--- src/rtl/npc_ctrl_pkg.sv ---
// Shared types and constants for the NPC multi-cycle stage controller.
package npc_ctrl_pkg;

  typedef enum logic [2:0] {
    ST_RESET_WAIT,
    ST_FETCH,
    ST_DECODE,
    ST_EXEC,
    ST_WB,
    ST_HALT
  } npc_state_e;

  localparam logic [1:0] HALT_NONE    = 2'd0;
  localparam logic [1:0] HALT_EBREAK  = 2'd1;
  localparam logic [1:0] HALT_ILLEGAL = 2'd2;
  localparam logic [1:0] HALT_TIMEOUT = 2'd3;

  localparam logic [31:0] RESET_PC_DEFAULT = 32'h8000_0000;

endpackage

--- src/rtl/npc_stage_ctrl_if.sv ---
// Instruction-fetch handshake between the stage controller (master) and the IFU (slave).
interface npc_stage_ctrl_if;

  logic        ifu_req_o;
  logic        ifu_valid_i;
  logic [31:0] ifu_inst_i;

  modport master (
    output ifu_req_o,
    input  ifu_valid_i,
    input  ifu_inst_i
  );

  modport slave (
    input  ifu_req_o,
    output ifu_valid_i,
    output ifu_inst_i
  );

endinterface

--- src/rtl/npc_fetch_watchdog.sv ---
// Counts consecutive fetch cycles without ifu_valid; flags expiry on the last allowed miss.
module npc_fetch_watchdog #(
  parameter int FETCH_TIMEOUT = 255,
  parameter int TO_W          = 8
) (
  input  logic clk,
  input  logic rst,
  input  logic i_clear,
  input  logic i_en,
  output logic o_expired
);

  logic [TO_W-1:0] r_count;

  always_ff @(posedge clk) begin
    if (!rst) begin
      r_count <= '0;
    end else if (i_clear) begin
      r_count <= '0;
    end else if (i_en) begin
      r_count <= r_count + TO_W'(1);
    end
  end

  // The miss that would bring the count to FETCH_TIMEOUT is the one that trips.
  assign o_expired = i_en && (r_count == TO_W'(FETCH_TIMEOUT - 1));

endmodule

--- src/rtl/npc_stage_ctrl.sv ---
// Multi-cycle sequencer: FETCH -> DECODE -> EXEC -> WB, owning PC, IR and halt status.
// Optional perf counters are built when NPC_STAGE_CTRL_PERF_EN is defined.
module npc_stage_ctrl
  import npc_ctrl_pkg::*;
#(
  parameter logic [31:0] RESET_PC      = RESET_PC_DEFAULT,
  parameter int          FETCH_TIMEOUT = 255,
  parameter int          TO_W          = 8
) (
  input  logic                    clk,
  input  logic                    rst,
  npc_stage_ctrl_if.master        ifu,
  output logic [31:0]             pc_o,
  output logic [31:0]             inst_o,
  input  logic                    dec_ebreak_i,
  input  logic                    dec_illegal_i,
  input  logic                    dec_rd_wen_i,
  input  logic [4:0]              dec_rd_i,
  input  logic [31:0]             next_pc_i,
  output logic                    exu_wen_o,
  output logic                    rf_wen_o,
  output logic [4:0]              rf_waddr_o,
  output logic                    halt_o,
  output logic [1:0]              halt_code_o
`ifdef NPC_STAGE_CTRL_PERF_EN
  ,
  output logic [63:0]             perf_cycle_o,
  output logic [63:0]             perf_instret_o
`endif
);

  npc_state_e  r_state;
  logic [31:0] r_pc;
  logic [31:0] r_inst;
  logic [1:0]  r_halt_code;
  logic        w_in_fetch;
  logic        w_expired;

  assign w_in_fetch = (r_state == ST_FETCH);

  npc_fetch_watchdog #(
    .FETCH_TIMEOUT (FETCH_TIMEOUT),
    .TO_W          (TO_W)
  ) u_watchdog (
    .clk       (clk),
    .rst       (rst),
    .i_clear   (!w_in_fetch || ifu.ifu_valid_i),
    .i_en      (w_in_fetch && !ifu.ifu_valid_i),
    .o_expired (w_expired)
  );

  always_ff @(posedge clk) begin
    // NOTE: non-blocking assignments make every register see pre-edge values, so order here is irrelevant.
    if (!rst) begin
      r_state     <= ST_RESET_WAIT;
      r_pc        <= RESET_PC;
      r_inst      <= '0;
      r_halt_code <= HALT_NONE;
    end else begin
      case (r_state)
        ST_RESET_WAIT: r_state <= ST_FETCH;
        ST_FETCH: begin
          if (ifu.ifu_valid_i) begin
            r_inst  <= ifu.ifu_inst_i;
            r_state <= ST_DECODE;
          end else if (w_expired) begin
            r_halt_code <= HALT_TIMEOUT;
            r_state     <= ST_HALT;
          end
        end
        ST_DECODE: begin
          if (dec_ebreak_i) begin
            r_halt_code <= HALT_EBREAK;
            r_state     <= ST_HALT;
          end else if (dec_illegal_i) begin
            r_halt_code <= HALT_ILLEGAL;
            r_state     <= ST_HALT;
          end else begin
            r_state <= ST_EXEC;
          end
        end
        ST_EXEC: r_state <= ST_WB;
        ST_WB: begin
          r_pc    <= next_pc_i;
          r_state <= ST_FETCH;
        end
        ST_HALT: r_state <= ST_HALT;
        default: r_state <= ST_RESET_WAIT;
      endcase
    end
  end

  // Strobes are qualified with rst so a reset cycle can never issue a partial write.
  assign ifu.ifu_req_o = rst && w_in_fetch;
  assign exu_wen_o     = rst && (r_state == ST_EXEC);
  assign rf_wen_o      = rst && (r_state == ST_WB) && dec_rd_wen_i && (dec_rd_i != 5'd0);
  assign rf_waddr_o    = (rst && (r_state == ST_WB)) ? dec_rd_i : 5'd0;
  assign pc_o          = r_pc;
  assign inst_o        = r_inst;
  assign halt_o        = (r_state == ST_HALT);
  assign halt_code_o   = r_halt_code;

`ifdef NPC_STAGE_CTRL_PERF_EN
  logic [63:0] r_perf_cycle;
  logic [63:0] r_perf_instret;

  always_ff @(posedge clk) begin
    if (!rst) begin
      r_perf_cycle   <= '0;
      r_perf_instret <= '0;
    end else begin
      if (r_state != ST_HALT) r_perf_cycle <= r_perf_cycle + 64'd1;
      if (r_state == ST_WB)   r_perf_instret <= r_perf_instret + 64'd1;
    end
  end

  assign perf_cycle_o   = r_perf_cycle;
  assign perf_instret_o = r_perf_instret;
`endif

endmodule

--- src/flat_wrapper.sv ---
// flat-port wrapper written by rule: the top's interface ports become plain ports
module npc_stage_ctrl_flat import npc_ctrl_pkg::*;
#(
  parameter logic [31:0] RESET_PC      = RESET_PC_DEFAULT,
  parameter int          FETCH_TIMEOUT = 255,
  parameter int          TO_W          = 8
)
  (clk, rst, pc_o, inst_o, dec_ebreak_i, dec_illegal_i, dec_rd_wen_i, dec_rd_i, next_pc_i, exu_wen_o, rf_wen_o, rf_waddr_o, halt_o, halt_code_o, ifu_ifu_req_o, ifu_ifu_valid_i, ifu_ifu_inst_i);
  npc_stage_ctrl_if ifu_i ();
  input  logic clk;
  input  logic rst;
  output logic [31:0] pc_o;
  output logic [31:0] inst_o;
  input  logic dec_ebreak_i;
  input  logic dec_illegal_i;
  input  logic dec_rd_wen_i;
  input  logic [4:0] dec_rd_i;
  input  logic [31:0] next_pc_i;
  output logic exu_wen_o;
  output logic rf_wen_o;
  output logic [4:0] rf_waddr_o;
  output logic halt_o;
  output logic [1:0] halt_code_o;
  output wire logic [$bits(ifu_i.ifu_req_o)-1:0] ifu_ifu_req_o;
  input wire logic [$bits(ifu_i.ifu_valid_i)-1:0] ifu_ifu_valid_i;
  input wire logic [$bits(ifu_i.ifu_inst_i)-1:0] ifu_ifu_inst_i;
  assign ifu_ifu_req_o = ifu_i.ifu_req_o;
  assign ifu_i.ifu_valid_i = ifu_ifu_valid_i;
  assign ifu_i.ifu_inst_i = ifu_ifu_inst_i;
  npc_stage_ctrl #(.RESET_PC(RESET_PC), .FETCH_TIMEOUT(FETCH_TIMEOUT), .TO_W(TO_W)) u_core (.clk(clk), .rst(rst), .ifu(ifu_i), .pc_o(pc_o), .inst_o(inst_o), .dec_ebreak_i(dec_ebreak_i), .dec_illegal_i(dec_illegal_i), .dec_rd_wen_i(dec_rd_wen_i), .dec_rd_i(dec_rd_i), .next_pc_i(next_pc_i), .exu_wen_o(exu_wen_o), .rf_wen_o(rf_wen_o), .rf_waddr_o(rf_waddr_o), .halt_o(halt_o), .halt_code_o(halt_code_o));
endmodule
--- config.mk ---
export PLATFORM = sky130hd
export DESIGN_NAME = npc_stage_ctrl_flat
export DESIGN_NICKNAME = d
export VERILOG_FILES = /design/src/rtl/npc_ctrl_pkg.sv /design/src/rtl/npc_stage_ctrl_if.sv /design/src/rtl/npc_fetch_watchdog.sv /design/src/rtl/npc_stage_ctrl.sv /design/src/flat_wrapper.sv
export SDC_FILE = /design/constraint.sdc
export NUM_CORES = 1
export LEC_CHECK = 0
export ABC_CLOCK_PERIOD_IN_PS = 1600
export CAP_MARGIN = 25
export CELL_PAD_IN_SITES_DETAIL_PLACEMENT = 0
export CELL_PAD_IN_SITES_GLOBAL_PLACEMENT = 1
export CORE_MARGIN = 10
export CORE_UTILIZATION = 43
export DETAILED_ROUTE_END_ITERATION = 12
export DONT_BUFFER_PORTS = 1
export GPL_TIMING_DRIVEN = 0
export PLACE_DENSITY_LB_ADDON = 0.2
export SLEW_MARGIN = 0
export SYNTH_ARGS = -nofsm -noshare
export SYNTH_HDL_FRONTEND = slang
export SYNTH_SLANG_ARGS = --single-unit
--- constraint.sdc ---
create_clock -name clk -period 1.6 [get_ports clk]
set_input_delay 0 -clock clk [delete_from_list [all_inputs] [get_ports clk]]
set_output_delay 0 -clock clk [all_outputs]
set_load 0.1 [all_outputs]
# Word-level counts from Yosys, hierarchy flattened
# Cells that the tools add are included.
# Widths: inputs -> output; s select.
[totals]
in_bits = 75
register_bits = 77
[classes]
n_eq_ne = 10
n_addsub = 1
n_reduce_logical = 17
n_bitwise = 1
mux = 11
[op_table]
columns = ["cell", "count"]
rows = [
  ["$pmux 3 s5", 1],
  ["$mux 3", 4],
  ["$add 8x1->8 const B", 1],
  ["$eq 8x8->1 const B", 1],
  ["$mux 2", 4],
  ["$logic_and 1x1->1", 7],
  ["$eq 3x2->1 const B", 2],
  ["$eq 3x3->1 const B", 2],
  ["$ne 3x3->1 const B", 2],
  ["$mux 5", 1],
  ["$reduce_bool 5->1", 1],
  ["$ne 2x2->1 const B", 2],
  ["$pmux 2 s2", 1],
  ["$reduce_and 4->1", 1],
  ["$reduce_or 2->1", 2],
  ["$eq 3x1->1 const B", 1],
  ["$logic_not 3->1", 1],
  ["$logic_not 1->1", 2],
  ["$reduce_and 2->1", 1],
  ["$reduce_bool 2->1", 1],
  ["$logic_or 1x1->1", 1],
  ["$not 1->1", 1],
]

# Longest topological paths before layout
# Gate-level depths: netlist of run 1.
[depth]
ltp_word = 6
ltp_mapped = 6
mapped_depth_nobuf = 5

# By module
# Synthesis of run 1 repeated with hierarchy kept, for this count alone.
[unflattened]
hier_cells = 368
hier_area_um2 = 2995.4
[modules_own_cells]
columns = ["mod", "instances", "area_each_um2", "cells_each"]
rows = [
  ["npc_stage_ctrl", 1, 2626.3, 326],
  ["npc_fetch_watchdog", 1, 369.1, 42],
]

# Least setup slack after synthesis of run 1
# No wires, ideal clock.
[synth_path]
path_kind = "register -> output"
start = "reg u_core.r_state[0]"
end = "out ifu_ifu_req_o"
arrival_time_ps = 3648
path_stages_with_launch = 3
path_slack_ps = -2048
n_path_buf = 1
path_cell_list = "dfxtp_1 > buf_2 > nor4b_1"
[synth_via]
elab_chain_len = 2
[synth_lines]
columns = ["element", "line", "source"]
rows = [
  ["start: declaration", "npc_stage_ctrl.sv:32", "npc_state_e r_state;"],
  ["start signal: assignment", "npc_stage_ctrl.sv:55", "r_state <= ST_RESET_WAIT;"],
  ["start signal: assignment", "npc_stage_ctrl.sv:61", "ST_RESET_WAIT: r_state <= ST_FETCH;"],
  ["start signal: assignment", "npc_stage_ctrl.sv:65", "r_state <= ST_DECODE;"],
  ["$eq 3x1->1", "npc_stage_ctrl.sv:39", "assign w_in_fetch = (r_state == ST_FETCH);"],
  ["$logic_and 1x1->1", "npc_stage_ctrl.sv:94", "assign ifu.ifu_req_o = rst && w_in_fetch;"],
  ["end: declaration", "flat_wrapper.sv:24", "output wire logic [$bits(ifu_i.ifu_req_o)-1:0] ifu_ifu_req_o;"],
]
# No other way between the ends.

# Worst setup path after layout of run 1
[layout_path]
start = "reg u_core.r_state[1]"
end = "out rf_wen_o"
[layout_via]
elab_chain_len = 4
[layout_lines]
columns = ["element", "line", "source"]
rows = [
  ["$eq 3x3->1", "npc_stage_ctrl.sv:96", "assign rf_wen_o = rst && (r_state == ST_WB) && dec_rd_wen_i && (dec_rd_i != 5'd0);"],
  ["$logic_and 1x1->1 (3 in series)", "npc_stage_ctrl.sv:96", ""],
  ["end: declaration", "flat_wrapper.sv:20", "output logic rf_wen_o;"],
]
# No other way between the ends.

==> impl_metrics.env, run 1 <==
export IMPL_path_class="reg -> out"
export IMPL_grt_max_degree=15
export IMPL_violations="setup timing"
export IMPL_max_slew_worst_pin_slew_ns=1.02
export IMPL_setup_repair_after_global_routing_missed_its_margin="yes"
export IMPL_floorplan_io_pins=150
export IMPL_numClockSinks=77
export IMPL_power_per_cell_area_mw_per_mm2=1060
export IMPL_area_growth_from_synthesis_to_layout_pct=46.7
export IMPL_netlist_area_sq_mm=0.00296
export IMPL_timing_critical_path_cells="or3b_4 > nor3_4"
export IMPL_number_of_pins_exceeding_their_max_slew_limit_in_the_final_report=0
export IMPL_layout_drive_gt1_share=0.201
export IMPL_reg2regPathDepth=7
export IMPL_layout_filler_cells=581
export IMPL_critical_path_buf_inv_count=0
export IMPL_std_cell_rows=30
export IMPL_globalplace_congestion=0.730
export IMPL_dieArea_sq_mm=0.0106
export IMPL_synth_compound_gate_area_share=0.147
export IMPL_status="complete, but fails checks"
export IMPL_ff2ff_setup_slack_ns=-0.10
export IMPL_worst_setup_path_start_kind="flop"
export IMPL_syn_mean_instance_area_sq_um=8.18
export IMPL_first_pass_iters=4
export IMPL_first_iter_violations=74
export IMPL_routed_via_density=5.15
export IMPL_drt_met1_wl_microns=3520
export IMPL_via_count_of_the_first_global_routing_pass=2696
export IMPL_cts_buffers_inserted=9
export IMPL_period_share=1.20
export IMPL_ir_drop_uv=549
export IMPL_power_total_mw=4.61
export IMPL_muxShareOfSynthArea=0
export IMPL_routed_wl_met2_microns=4650
export IMPL_clock_tree_from_tritoncts="yes"
export IMPL_worst_path_dominant_cell_family="simple AND/OR/NAND/NOR gates"
export IMPL_max_stage_delay_cell_worst_path="sky130_fd_sc_hd__nor3_4"
export IMPL_cts_max_path_buffers=2
export IMPL_chipHeight_microns=103
export IMPL_remaining_drc_errors=0
export IMPL_vias=2777
export IMPL_hold_path_class="in -> reg"
export IMPL_utilization_after_layout=0.644
export IMPL_final_common_cell="sky130_fd_sc_hd__nand2_1"
export IMPL_fmax_mhz=523
export IMPL_antenna_violations_before_repair=1
export IMPL_most_common_layout_cells="sky130_fd_sc_hd__nand2_1, sky130_fd_sc_hd__dfxtp_1, sky130_fd_sc_hd__dlygate4sd3_1"
export IMPL_min_delay_path_depth=3
export IMPL_track_usage=0.162
export IMPL_postSynthCellCount=362
export IMPL_final_number_of_hold_violating_endpoints=0
export IMPL_whs_endpoint="u_core.r_state[2]"
export IMPL_hpwlAfterDp_microns=6200
export IMPL_fp_dieW_microns=103
export IMPL_final_setup_worst_slack_ns=-0.314
export IMPL_max_slew_margin=0.321
export IMPL_port_buffer_count=0
export IMPL_synth_warnings=0
export IMPL_timing_critical_path_slowest_cell_delay_ns=0.83
export IMPL_floorplan_initialDensity=0.439
export IMPL_globalRoute_totalOverflow=0
export IMPL_setup_viol=19
export IMPL_synth_simple_area_share=0.255
export IMPL_highest_signal_layer="met4"
export IMPL_synth_top_family_by_area="simple AND/OR/NAND/NOR gates"
export IMPL_synthDominantCellAreaShare=0.520
export IMPL_synthDominantAreaCellType="sky130_fd_sc_hd__dfxtp_1"
export IMPL_critPathArrivalTime_ns=1.91
export IMPL_ys_top_cells_by_area="sky130_fd_sc_hd__dfxtp_1, sky130_fd_sc_hd__nand2_1, sky130_fd_sc_hd__a21oi_1, sky130_fd_sc_hd__buf_6, sky130_fd_sc_hd__buf_2"
export IMPL_placeableCoreArea_sq_mm=0.00676
export IMPL_timing_critical_path_required_ns=1.60
export IMPL_synth_nets=439
export IMPL_clk_latency_ns=0.34
export IMPL_fin_nets=530
export IMPL_met3RoutedLength_microns=974
export IMPL_post_synthesis_sequential_area_ratio=0.520
export IMPL_synth_xor_area_frac=0.00887
export IMPL_routedWlPerCell_microns=17.2
export IMPL_route_antenna_remaining_nets=0
export IMPL_synthAdderAreaFrac=0.00845
export IMPL_cts_htree_levels=3
export IMPL_synth_seq_cells=77
export IMPL_cellLeakagePower_nw=1.55
export IMPL_setup_tns_final_ns=-2.11
export IMPL_timing_rr_start="u_core.r_state[2]"
export IMPL_finalWirelength_microns=9290
export IMPL_crit_reg2reg_capture="u_core.u_watchdog.r_count[7]"
export IMPL_grt_first_pass_wirelength_microns=13700
export IMPL_synth_lib_cells_used_distinct=40
export IMPL_crit_fanout=3
export IMPL_layout_min_cycle_time_ns=1.91
export IMPL_clock_tree_root_cell="sky130_fd_sc_hd__clkbuf_8"
export IMPL_path_clk_slew_ns=0.08
export IMPL_capturing_element_type_of_the_critical_path="primary output"
export IMPL_max_cap_violations=0
export IMPL_clock_skew_ns=0.00960
export IMPL_timing_hold_worst_start="dec_illegal_i"
-- worst reg2reg max path: stages, from the launching register on --
cell,delay [ns]
sky130_fd_sc_hd__dfxtp_2,0.32
sky130_fd_sc_hd__buf_4,0.12
sky130_fd_sc_hd__buf_6,0.12
sky130_fd_sc_hd__buf_12,0.12
sky130_fd_sc_hd__or4b_4,0.50
sky130_fd_sc_hd__or2_1,0.24
sky130_fd_sc_hd__buf_6,0.15
sky130_fd_sc_hd__a21oi_2,0.09
-- how the worst max path moves through the flow --
stage                      startpoint       end  slack [ns]  cells past startpoint
CTS                 u_core.r_state[1]  rf_wen_o       -0.34                      2
global placement    u_core.r_state[2]  rf_wen_o       -0.23                      4
floorplan           u_core.r_state[2]  rf_wen_o       -0.15                      4
global route        u_core.r_state[1]  rf_wen_o       -0.36                      2
detailed placement  u_core.r_state[2]  rf_wen_o       -0.24                      4
finish              u_core.r_state[1]  rf_wen_o       -0.31                      2
-- cell families (layout without fill, tap and decap cells) --
family	after synthesis	after routing
other	0	1
buffers and inverters	32	128
AOI/OAI and AO/OA	79	79
and+or+nand+nor	169	169
xor gates and xnor gates	3	3
adders and majority gates	2	2
DFF	77	77
-- registers in the layout (all words and copies together) (netlist names) --
name and flops:
u_core.r_state 3, u_core.inst_o 32, u_core.pc_o 32, u_core.halt_code_o 2, u_core.u_watchdog.r_count 8
-- through the flow --
stage | worst slack, ns | area (sq um) | instances | hold WS (ns)
after global placement | -0.234 | 3110 | 442 | 0.130
after detailed placement | -0.235 | 3130 | 443 | 0.143
after floorplan | -0.147 | 3010 | 362 | 0.124
final | -0.314 | 4350 | 539 | 0.0405
after global routing | -0.362 | 4350 | 539 | 0.0444
after CTS | -0.340 | 4070 | 531 | 0.0251
-- where the power goes --
group,internal (mW),switching [mW],leakage (nW)
Combinational,0.298,0.286,0.824
Sequential,1.99,0.555,0.626
Clock,0.767,0.710,0.0960
-- timing repair --
item / CTS / global route
cloned: 0 / 2
setup buffers: 6 / 6
endpoints found under the hold margin: 69 / 0
endpoints found under the setup margin: 8 / 41
resized for setup: 13 / 49
pin swaps: 4 / 6
hold buffers: 68 / 0
-- synth_stat cells --
master,count
sky130_fd_sc_hd__nor3b_4,1
sky130_fd_sc_hd__xnor2_1,1
sky130_fd_sc_hd__nor3_1,2
sky130_fd_sc_hd__inv_1,5
sky130_fd_sc_hd__o21ba_2,1
sky130_fd_sc_hd__nand3_1,6
sky130_fd_sc_hd__nand2_1,130
sky130_fd_sc_hd__buf_4,3
sky130_fd_sc_hd__buf_2,8
sky130_fd_sc_hd__or3_1,3
sky130_fd_sc_hd__nand4bb_1,1
sky130_fd_sc_hd__o21a_1,2
sky130_fd_sc_hd__nor4bb_1,1
sky130_fd_sc_hd__xor2_1,2
sky130_fd_sc_hd__a2111oi_0,1
sky130_fd_sc_hd__o32ai_1,1
sky130_fd_sc_hd__nor2_2,3
sky130_fd_sc_hd__nor4_1,1
sky130_fd_sc_hd__ha_1,2
sky130_fd_sc_hd__nor2_1,4
sky130_fd_sc_hd__o311a_1,2
sky130_fd_sc_hd__buf_6,5
sky130_fd_sc_hd__o21ai_0,4
sky130_fd_sc_hd__nand2b_1,1
sky130_fd_sc_hd__nor4b_1,2
sky130_fd_sc_hd__a21oi_1,64
sky130_fd_sc_hd__and4b_1,1
sky130_fd_sc_hd__dfxtp_1,77
sky130_fd_sc_hd__a31oi_1,1
sky130_fd_sc_hd__buf_1,2
sky130_fd_sc_hd__clkbuf_1,9
sky130_fd_sc_hd__nor3b_1,1
sky130_fd_sc_hd__or4_1,1
sky130_fd_sc_hd__and3_1,6
sky130_fd_sc_hd__a21oi_2,3
sky130_fd_sc_hd__nand4_1,1
sky130_fd_sc_hd__or3b_2,1
sky130_fd_sc_hd__or2_1,1
sky130_fd_sc_hd__or4b_4,1
sky130_fd_sc_hd__nand3b_1,1
-- per-layer routing --
| metal | GRT usage | vias to the layer above |
|---|---|---|
| met5 | 0 | - |
| met4 | 0.0524 | 0 |
| met3 | 0.0757 | 12 |
| met2 | 0.275 | 95 |
| met1 | 0.175 | 1296 |
| li1 | - | 1374 |
-- layout make-up --
type	count	area [sq um]	area share
Inverter	5	18.8	0.00432
Clock inverter	5	58.8	0.0135
Clock buffer	11	141	0.0325
Buffer	25	193	0.0443
Sequential cell	77	1550	0.355
Tap cell	80	100	0.0230
Multi-Input combinational cell	253	1410	0.325
Antenna cell	1	2.50	0.000576
Timing Repair Buffer	82	875	0.201
(Power assumes the default switching activity.)
==> run 2, diff against run 1 <==
--- a/config.mk
+++ b/config.mk
@@ -13,9 +13,12 @@
 export CORE_UTILIZATION = 43
 export DETAILED_ROUTE_END_ITERATION = 12
 export DONT_BUFFER_PORTS = 1
+export GPL_ROUTABILITY_DRIVEN = 0
 export GPL_TIMING_DRIVEN = 0
 export PLACE_DENSITY_LB_ADDON = 0.2
+export RECOVER_POWER = 100
 export SLEW_MARGIN = 0
 export SYNTH_ARGS = -nofsm -noshare
 export SYNTH_HDL_FRONTEND = slang
 export SYNTH_SLANG_ARGS = --single-unit
+export TNS_END_PERCENT = 1
==> run 2 against run 1 <==
The flow still finishes with violations (setup timing). Utilization down 3.2 points. Clock power up 11%. Power up 2.1%. Clock-buffer cell count up 2. Critical path type unchanged. Largest power group unchanged.
==> impl_metrics.env, run 2 (same netlist as run 1, synthesis figures left out) <==
export IMPL_critical_path_buf_inv_count=0
export IMPL_final_cell_count_no_fill=534
export IMPL_remaining_drc_errors=0
export IMPL_number_of_pins_exceeding_their_max_slew_limit_in_the_final_report=0
export IMPL_chipHeight_microns=103
export IMPL_floorplan_initialDensity=0.439
export IMPL_critPathArrivalTime_ns=1.91
export IMPL_final_number_of_hold_violating_endpoints=0
export IMPL_track_usage=0.166
export IMPL_fp_dieW_microns=103
export IMPL_cts_htree_levels=3
export IMPL_fin_nets=526
export IMPL_placement_cell_area_sq_mm=0.00312
export IMPL_dp_cells=443
export IMPL_floorplan_io_pins=150
export IMPL_clock_tree_root_cell="sky130_fd_sc_hd__clkbuf_8"
export IMPL_cellLeakagePower_nw=1.49
export IMPL_pre_cts_ws_ns=-0.374
export IMPL_port_buffer_count=0
export IMPL_clk_latency_ns=0.34
export IMPL_area_growth_from_synthesis_to_layout_pct=39.5
export IMPL_cts_buffers_inserted=9
export IMPL_status="complete, but fails checks"
export IMPL_dieArea_sq_mm=0.0106
export IMPL_max_slew_worst_pin_slew_ns=1.02
export IMPL_timing_critical_path_required_ns=1.60
export IMPL_period_share=1.19
export IMPL_route_antenna_remaining_nets=0
export IMPL_layout_filler_cells=600
export IMPL_hold_path_class="in -> reg"
export IMPL_violations="setup timing"
export IMPL_layout_drive_gt1_share=0.143
export IMPL_setup_viol=32
export IMPL_first_iter_violations=83
export IMPL_crit_fanout=3
export IMPL_antenna_violations_before_repair=0
export IMPL_vias=2691
export IMPL_grt_first_pass_wirelength_microns=13700
export IMPL_final_design_area_no_fill_sq_mm=0.00413
export IMPL_most_common_layout_cells="sky130_fd_sc_hd__nand2_1, sky130_fd_sc_hd__dfxtp_1, sky130_fd_sc_hd__dlygate4sd3_1"
export IMPL_capturing_element_type_of_the_critical_path="primary output"
export IMPL_worst_path_dominant_cell_family="simple AND/OR/NAND/NOR gates"
export IMPL_finalWirelength_microns=8970
export IMPL_numClockSinks=77
export IMPL_routed_via_density=5.04
export IMPL_cts_max_path_buffers=2
export IMPL_path_class="reg -> out"
export IMPL_setup_repair_after_global_routing_missed_its_margin="yes"
export IMPL_std_cell_rows=30
export IMPL_final_common_cell="sky130_fd_sc_hd__nand2_1"
export IMPL_path_clk_slew_ns=0.07
export IMPL_max_slew_margin=0.322
export IMPL_max_stage_delay_cell_worst_path="sky130_fd_sc_hd__nor3_4"
export IMPL_via_count_of_the_first_global_routing_pass=2651
export IMPL_ff2ff_setup_slack_ns=-0.04
export IMPL_power_per_cell_area_mw_per_mm2=1140
export IMPL_timing_critical_path_cells="or3b_4 > nor3_4"
export IMPL_num_antenna_cells=0
export IMPL_max_cap_violations=0
export IMPL_fmax_mhz=524
export IMPL_layout_min_cycle_time_ns=1.91
export IMPL_ir_drop_uv=631
export IMPL_clock_tree_from_tritoncts="yes"
export IMPL_grt_max_degree=13
export IMPL_placeableCoreArea_sq_mm=0.00676
export IMPL_clock_skew_ns=0.00557
export IMPL_routedWlPerCell_microns=16.8
export IMPL_worst_setup_path_start_kind="flop"
export IMPL_final_setup_worst_slack_ns=-0.308
export IMPL_first_pass_iters=4
export IMPL_globalRoute_totalOverflow=0
export IMPL_timing_critical_path_slowest_cell_delay_ns=0.83
export IMPL_hpwlAfterDp_microns=6210
-- run 2: changes by cell type in the layout (fill, tap and decap cells not counted), moves of 4 or more --
cell,change
sky130_fd_sc_hd__a21oi_2,-18
sky130_fd_sc_hd__a21oi_1,+18
sky130_fd_sc_hd__buf_6,-4
sky130_fd_sc_hd__buf_8,-4
sky130_fd_sc_hd__buf_4,+7
-- run 2: where the power goes --
group,total [mW],switching [mW],internal (mW)
logic,0.513,0.260,0.253
registers,2.55,0.555,1.99
clock network,1.64,0.678,0.966
total,4.70,1.49,3.21
-- run 2: through the flow --
stage                util  setup TNS, ns  power, mW  hold slack [ns]
floorplan               -         -0.993       2.84            0.124
global placement    0.457          -2.27       2.91            0.128
detailed placement  0.461          -2.14       2.93            0.133
CTS                 0.601          -1.75       4.73           0.0109
global route        0.612          -8.85       4.90           0.0649
finish              0.612          -1.74       4.70           0.0237
-- run 2: worst register-to-register path: stages, from the launching register on --
cell and delay, ns:
sky130_fd_sc_hd__dfxtp_1 0.32, sky130_fd_sc_hd__clkbuf_1 0.25, sky130_fd_sc_hd__nor4bb_1 0.38, sky130_fd_sc_hd__clkbuf_2 0.23, sky130_fd_sc_hd__buf_4 0.19, sky130_fd_sc_hd__nand2_1 0.06, sky130_fd_sc_hd__a21oi_1 0.12
-- run 2: path summary, 6_finish.rpt --
check / startpoint / endpoint / depth (start not counted)
worst max-delay path: u_core.r_state[2] / rf_wen_o / 2
worst min-delay path: rst / u_core.pc_o[31] / 2
worst max register to register: u_core.r_state[1] / u_core.inst_o[10] / 6
worst min register to register: u_core.u_watchdog.r_count[0] / u_core.u_watchdog.r_count[0] / 1
-- run 2: routing by layer --
metal	up-vias	track usage	routed length, microns
li1	1364	-	-
met1	1219	0.175	3390
met2	99	0.283	4440
met5	-	0	0
met3	9	0.0831	1040
met4	0	0.0492	102
-- run 2: repair_timing --
item / in CTS / in global routing
pin swaps: 2 / 11
hold buffers: 67 / 0
resized for setup: 16 / 21
setup endpoints to repair: 8 / 68
endpoints found under the hold margin: 69 / 0
setup buffers: 4 / 6
-- run 2: cell type report --
class | instances | area (sq um) | area share
Multi-Input combinational cell | 253 | 1310 | 0.318
Clock buffer | 13 | 159 | 0.0384
Inverter | 5 | 18.8 | 0.00454
Clock inverter | 3 | 67.6 | 0.0163
Buffer | 25 | 156 | 0.0378
Tap cell | 80 | 100 | 0.0242
Sequential cell | 77 | 1540 | 0.374
Timing Repair Buffer | 78 | 774 | 0.187
